<file path="src/rtl/encrypt_shift_scramble_stream_pkg.sv">
// Shared constants and byte helpers for the shift/scramble stream stage.
// Holds the bit permutation table, its derived inverse and the Caesar shift helper.
package encrypt_config;

    typedef logic [7:0] byte_lane_t;
    typedef logic [7:0][2:0] perm_tbl_t;

    localparam int unsigned PERM_0 = 3;
    localparam int unsigned PERM_1 = 6;
    localparam int unsigned PERM_2 = 0;
    localparam int unsigned PERM_3 = 5;
    localparam int unsigned PERM_4 = 1;
    localparam int unsigned PERM_5 = 7;
    localparam int unsigned PERM_6 = 2;
    localparam int unsigned PERM_7 = 4;

    localparam byte_lane_t ASCII_UP_A = 8'd65;
    localparam byte_lane_t ASCII_LO_A = 8'd97;
    localparam logic [5:0] ALPHA_N    = 6'd26;

    // Output bit i takes input bit PERM[i].
    localparam perm_tbl_t PERM = {3'(PERM_7), 3'(PERM_6), 3'(PERM_5), 3'(PERM_4),
                                  3'(PERM_3), 3'(PERM_2), 3'(PERM_1), 3'(PERM_0)};

    function automatic perm_tbl_t invert_perm(perm_tbl_t p);
        perm_tbl_t r;
        r = '0;
        for (int i = 0; i < 8; i++) begin
            r[p[i]] = 3'(i);
        end
        return r;
    endfunction

    localparam perm_tbl_t PERM_INV = invert_perm(PERM);

    function automatic byte_lane_t permute(byte_lane_t b);
        byte_lane_t r;
        for (int i = 0; i < 8; i++) begin
            r[i] = b[PERM[i]];
        end
        return r;
    endfunction

    function automatic byte_lane_t permute_inv(byte_lane_t b);
        byte_lane_t r;
        for (int i = 0; i < 8; i++) begin
            r[i] = b[PERM_INV[i]];
        end
        return r;
    endfunction

    // Both operands must already be in 0..25.
    function automatic logic [4:0] add_mod26(logic [4:0] a, logic [4:0] b);
        logic [5:0] t;
        t = {1'b0, a} + {1'b0, b};
        if (t >= ALPHA_N) begin
            t = t - ALPHA_N;
        end
        return t[4:0];
    endfunction

    // dir=1 shifts forward, dir=0 backward; non-letters pass unchanged.
    function automatic byte_lane_t alpha_shift(byte_lane_t c, logic [4:0] s, logic dir);
        logic       is_up;
        logic       is_lo;
        byte_lane_t base;
        logic [5:0] off;
        logic [5:0] t;
        is_up = (c >= ASCII_UP_A) && (c <= ASCII_UP_A + 8'd25);
        is_lo = (c >= ASCII_LO_A) && (c <= ASCII_LO_A + 8'd25);
        base  = is_up ? ASCII_UP_A : ASCII_LO_A;
        off   = 6'(c - base);
        t     = dir ? off + {1'b0, s} : off + ALPHA_N - {1'b0, s};
        if (t >= ALPHA_N) begin
            t = t - ALPHA_N;
        end
        return (is_up || is_lo) ? base + {2'b00, t} : c;
    endfunction

endpackage

</file>
<file path="src/rtl/encrypt_lane_xform.sv">
// Combinational single-byte transform: shift-then-permute to encrypt,
// inverse-permute-then-unshift to decrypt.
import encrypt_config::*;

module encrypt_lane_xform (
    input  byte_lane_t byte_i,
    input  logic [4:0] shift_i,
    input  logic       mode_i,
    output byte_lane_t byte_o
);

    always_comb begin
        if (mode_i) begin
            byte_o = permute(alpha_shift(byte_i, shift_i, 1'b1));
        end else begin
            byte_o = alpha_shift(permute_inv(byte_i), shift_i, 1'b0);
        end
    end

endmodule

</file>
<file path="src/rtl/encrypt_shift_scramble_stream.sv">
// Multi-lane shift/scramble stream stage with rolling key offset and a
// two-entry skid buffer (output register plus one skid register).
import encrypt_config::*;

module encrypt_shift_scramble_stream #(
    parameter int unsigned LANES = 4,
    parameter int unsigned KEY_W = 24
) (
    input  logic                 clk_i,
    input  logic                 rst_ni,
    input  logic                 restart_i,
    input  logic                 in_valid_i,
    output logic                 in_ready_o,
    input  logic [8*LANES-1:0]   in_data_i,
    input  logic [KEY_W-1:0]     in_key_i,
    input  logic [4:0]           shift_base_i,
    input  logic [2:0]           rot_freq_i,
    input  logic                 mode_i,
    output logic                 out_valid_o,
    input  logic                 out_ready_i,
    output logic [8*LANES-1:0]   out_data_o,
    output logic [KEY_W-1:0]     out_key_o,
    output logic                 out_mode_o
);

    localparam int unsigned DW = 8 * LANES;
    localparam int unsigned BW = DW + KEY_W + 1;

    logic          accept;
    logic          emit;
    logic [4:0]    base_mod;
    logic [4:0]    shift_eff;
    logic [DW-1:0] xformed;
    logic [BW-1:0] beat_new;

    logic [2:0]    cnt_q, cnt_d;
    logic [4:0]    offset_q, offset_d;
    logic [BW-1:0] out_q, out_d;
    logic          out_valid_q, out_valid_d;
    logic [BW-1:0] skid_q, skid_d;
    logic          skid_valid_q, skid_valid_d;
    logic          in_ready_q, in_ready_d;

    assign accept    = in_valid_i && in_ready_q;
    assign emit      = out_valid_q && out_ready_i;
    assign base_mod  = (shift_base_i >= 5'd26) ? shift_base_i - 5'd26 : shift_base_i;
    // A beat accepted alongside restart already sees the cleared offset.
    assign shift_eff = restart_i ? base_mod : add_mod26(base_mod, offset_q);

    for (genvar i = 0; i < LANES; i++) begin : g_lane
        encrypt_lane_xform u_xform (
            .byte_i  (in_data_i[8*i +: 8]),
            .shift_i (shift_eff),
            .mode_i  (mode_i),
            .byte_o  (xformed[8*i +: 8])
        );
    end

    assign beat_new = {mode_i, in_key_i, xformed};

    // cnt >= rot_freq also covers a mid-stream drop of rot_freq below cnt.
    always_comb begin
        cnt_d    = cnt_q;
        offset_d = offset_q;
        if (restart_i) begin
            cnt_d    = '0;
            offset_d = '0;
        end else if (accept && (rot_freq_i != 3'd0)) begin
            if (({1'b0, cnt_q} + 4'd1) >= {1'b0, rot_freq_i}) begin
                cnt_d    = '0;
                offset_d = (offset_q == 5'd25) ? 5'd0 : offset_q + 5'd1;
            end else begin
                cnt_d = cnt_q + 3'd1;
            end
        end
    end

    always_comb begin
        out_d        = out_q;
        out_valid_d  = out_valid_q;
        skid_d       = skid_q;
        skid_valid_d = skid_valid_q;
        if (out_valid_q && !emit) begin
            if (accept) begin
                skid_d       = beat_new;
                skid_valid_d = 1'b1;
            end
        end else if (skid_valid_q) begin
            out_d        = skid_q;
            out_valid_d  = 1'b1;
            skid_valid_d = 1'b0;
        end else if (accept) begin
            out_d       = beat_new;
            out_valid_d = 1'b1;
        end else begin
            out_valid_d = 1'b0;
        end
        in_ready_d = !(out_valid_d && skid_valid_d);
    end

    always_ff @(posedge clk_i or negedge rst_ni) begin
        if (!rst_ni) begin
            cnt_q        <= '0;
            offset_q     <= '0;
            out_q        <= '0;
            out_valid_q  <= 1'b0;
            skid_q       <= '0;
            skid_valid_q <= 1'b0;
            in_ready_q   <= 1'b0;
        end else begin
            cnt_q        <= cnt_d;
            offset_q     <= offset_d;
            out_q        <= out_d;
            out_valid_q  <= out_valid_d;
            skid_q       <= skid_d;
            skid_valid_q <= skid_valid_d;
            in_ready_q   <= in_ready_d;
        end
    end

    assign in_ready_o  = in_ready_q;
    assign out_valid_o = out_valid_q;
    assign out_data_o  = out_q[DW-1:0];
    assign out_key_o   = out_q[DW +: KEY_W];
    assign out_mode_o  = out_q[BW-1];

endmodule
</file>
<file path="config.mk">
export PLATFORM = sky130hd
export DESIGN_NAME = encrypt_shift_scramble_stream
export DESIGN_NICKNAME = d
export VERILOG_FILES = /design/src/rtl/encrypt_shift_scramble_stream_pkg.sv /design/src/rtl/encrypt_lane_xform.sv /design/src/rtl/encrypt_shift_scramble_stream.sv
export SDC_FILE = /design/constraint.sdc
export NUM_CORES = 1
export LEC_CHECK = 0
export ABC_AREA = 1
export ABC_CLOCK_PERIOD_IN_PS = 5200
export CAP_MARGIN = 20
export CORE_UTILIZATION = 49
export CTS_BUF_LIST = sky130_fd_sc_hd__clkbuf_4 sky130_fd_sc_hd__clkbuf_8
export DETAILED_ROUTE_END_ITERATION = 6
export HOLD_SLACK_MARGIN = 0.08
export PLACE_DENSITY = 0.74
export SYNTH_ARGS = -nofsm -noshare
export SYNTH_HDL_FRONTEND = slang
export SYNTH_SLANG_ARGS = --single-unit
</file>
<file path="constraint.sdc">
create_clock -name clk_i -period 5.2 [get_ports clk_i]
set_input_delay 0.52 -clock clk_i [delete_from_list [all_inputs] [get_ports clk_i]]
set_output_delay 0.52 -clock clk_i [all_outputs]
set_load 0.03 [all_outputs]
</file>
==> out/qor.csv <==
stage,metric,value,unit
status,status,"complete, but fails checks",
status,failing checks,"design-rule violations, negative setup slack",
clock_network,Clock Latency Late Sink,0.47,ns
placement,area of placed instances,14480,um^2
power_and_ir_drop,Gate power share,81.3,%
worst_setup_path,crit path kind,in2reg,
yosys,Post-synth EDFFs,0,
final_layout,Final Non-Filler Cells,2396,
floorplanning,chip width,156.1,um
yosys,syn_area_per_cell,6.642,um^2
yosys,warnings from Yosys,0,
yosys,"Distinct cells, synth",52,
final_layout,share of cells above drive strength 1,29.47,%
hold_path,Hold/Removal Path Class,in2async,
global_routing,vias in the first global route,12260,
sta,RSZ-0062 raised after global routing,yes,
placement,"worst slack, placed",-1.395,ns
routing,DRT Wirelength,39470,um
worst_setup_path,cell mode on critical path,nand2_1,
worst_setup_path,Worst setup endpoint,out_q[20],
routing,WL/cell,16.47,um
sta,worst setup margin,-0.5436,ns
global_routing,total gr overflow,0,
clock_network,hold buffer count at cts,0,
yosys,"top cells by count, synth","nand2_1, inv_1, nor2_1",
worst_setup_path,worst-path maximum fanout,5,
clock_network,Max Root-Sink Buffers,2,
worst_setup_path,"reg-to-reg slack, setup",-0.22,ns
floorplanning,Die Area,24370,um^2
yosys,Seq cells post-synth,125,
routing,Vias,13350,
worst_setup_path,Crit. Startpoint,shift_base_i[2],
sta,slew margin rel.,28.59,%
sta,minimum clock period,5.744,ns
worst_setup_path,cell count of the worst reg-to-reg path,36,
placement,buffers added on ports,128,
yosys,top post-synthesis cells by area,"dfrtp_1, nand2_1, ha_1",
global_routing,initial antenna violation count,0,
routing,drt initial violations,1099,
power_and_ir_drop,VDD IR max,0.5471,mV
floorplanning,die height,156.1,um
clock_network,# clock sinks,125,
worst_setup_path,critical path's slowest cell,fa_2,
worst_setup_path,critical path arrival,6.15,ns
power_and_ir_drop,sw power,6.941,mW
flow_run,max-cap viol count,0,
power_and_ir_drop,total power,14.05,mW
global_routing,Global Route Usage Sum,29.85,%
routing,DRT antenna net count,0,
placement,dpl cells,2300,
yosys,syn_nets,1936,
routing,DRC Markers,1,
floorplanning,IO Count,129,
sta,setup violators final,61,
final_layout,post-layout util,72.00,%
sta,crit share post-route,110.5,%
power_and_ir_drop,static leakage,8.313,nW
power_and_ir_drop,pwr/cell area,833.8,nW/um^2
routing,drt pass-1 iters,7,
power_and_ir_drop,Sw Share,49.40,%
worst_setup_path,Worst Setup End Kind,flip-flop,
power_and_ir_drop,Sequential Power Share,11.1,%
clock_network,clock-pin slew on the worst setup and hold paths,0.09,ns
worst_setup_path,CP max stage delay,0.56,ns
sta,final count of pins violating max slew,0,
sta,"Hold Vio Cnt, Final",0,
floorplanning,Core Area,23400,um^2
sta,setup TNS,-22.93,ns
yosys,Yosys top cell area share,26.88,%
yosys,most common cell in the synthesized netlist,nand2_1,
worst_setup_path,Required @ worst endpoint,5.61,ns
yosys,sequential element share of the synthesized area,26.88,%
yosys,async set-reset flop share out of synthesis,100.0,%
sta,hold slack,0.08579,ns
clock_network,Root Buffer,clkbuf_8,
yosys,Synth Instances,1752,
clock_network,TritonCTS clock tree,yes,
sta,Worst-Margin Slew,1.065,ns
sta,FMAX,0.1741,GHz
power_and_ir_drop,internal power,7.109,mW
routing,vias per cell,5.573,
sta,Worst Skew,0.02016,ns
placement,HPWL Detailed,25140,um
yosys,Post-Syn Area,11640,um^2
clock_network,Num CTS Buffers,17,
clock_network,H-tree depth,4,
final_layout,final layout net count,2248,
yosys,Main synth FF type,dfrtp_1,
worst_setup_path,reg2reg end,out_q[20],
final_layout,Area growth syn-to-layout,44.81,%
final_layout,Inserted Diodes,0,
global_routing,largest net degree at the start of global routing,81,
power_and_ir_drop,clock power share,7.7,%
worst_setup_path,startpoint type of the worst setup path,input port,
final_layout,design area,16850,um^2
yosys,Synth area leader,dfrtp_1,
worst_setup_path,Critical R2R Launch,offset_q[0],
floorplanning,initial core utilization,49.72,%
global_routing,first-pass GRT wire length,58440,um
placement,RD Place Congestion,0.9584,
floorplanning,site row count,56,
-- cells in the final DEF, fill, tap and decap left out, types with 20 or more instances in the layout --
cell             count
nand2_1            433
buf_4              194
inv_1              182
nor2_1             172
dfrtp_1            125
clkdlybuf4s50_1    122
nand3_1             88
ha_1                73
nand2_2             69
o21ai_0             51
a31oi_1             45
a21oi_1             43
nand3_2             40
inv_2               39
o21ai_1             25
nand2_4             25
buf_6               25
ha_4                23
o21ai_2             22
nand4_1             20
-- layer usage --
metal / wire, um / vias to the layer above / part of all wire (%) / track usage, %
li1: - / 6320 / - / -
met1: 15820 / 6284 / 40 / 37.15
met5: 0 / - / 0 / 0
met4: 1510 / 0 / 3.8 / 11.72
met3: 2736 / 142 / 6.9 / 4.306
met2: 19400 / 607 / 49 / 51.85
-- logic make-up after synthesis --
| group | Yosys count | synth area share (%) |
|---|---|---|
| flip-flops | 125 | 26.88 |
| buffers and inverters | 280 | 9.269 |
| AND/OR/NAND/NOR | 930 | 34.67 |
| XOR/XNOR | 43 | 3.237 |
| multiplexers | 1 | 0.08602 |
| AO/OA/AOI/OAI | 259 | 12.76 |
| adder cells (fa/ha/maj) | 114 | 13.10 |
-- final cells by class --
class	count	area (um^2)
Inverter	229	877.1
Fill cell	1755	6553
Tap cell	319	399.1
Timing Repair Buffer	344	2988
Sequential cell	125	3128
Multi-Input combinational cell	1347	8986
Clock inverter	14	230.2
Clock buffer	18	241.5
-- worst min path at each step --
stage / end / slack (ns) / depth (start not counted)
CTS: out_q[47] / 0.12 / 1
detailed placement: skid_q[35] / 0.46 / 2
floorplan: cnt_q[0] / 0.22 / 0
global placement: skid_q[40] / 0.45 / 2
global route: out_q[47] / 0.14 / 1
finish: out_q[47] / 0.09 / 1
-- power by group through the flow --
stage	combinational, mW	clock [mW]	sequential [mW]
finish	11.4	1.08	1.55
global route	12.3	1.12	1.59
CTS	9.17	1.08	1.55
detailed placement	8.15	0	1.56
global placement	7.94	0	1.55
floorplan	4.82	0	1.87
-- worst max-delay path: cells and delay by family --
kind	cells	cell delay (ns)
simple gates	19	2.05
fa+ha+maj	6	1.80
buf+inv	7	0.68
xor+xnor	3	0.56
compound gates	5	0.54
-- flip-flops by register name, indices dropped and copies added (netlist names) --
| register | flops |
|---|---|
| skid_q | 57 |
| out_q | 57 |
| cnt_q | 3 |
| offset_q | 5 |
| out_valid_o | 1 |
| skid_valid_q | 1 |
| in_ready_o | 1 |
-- timing repair --
item                                    CTS  global route
endpoints found under the setup margin   64            64
pin swaps                                97           143
buffers inserted                         29            36
gates resized for setup                 140           228
Note: power is estimated with default switching activity, not from simulation.
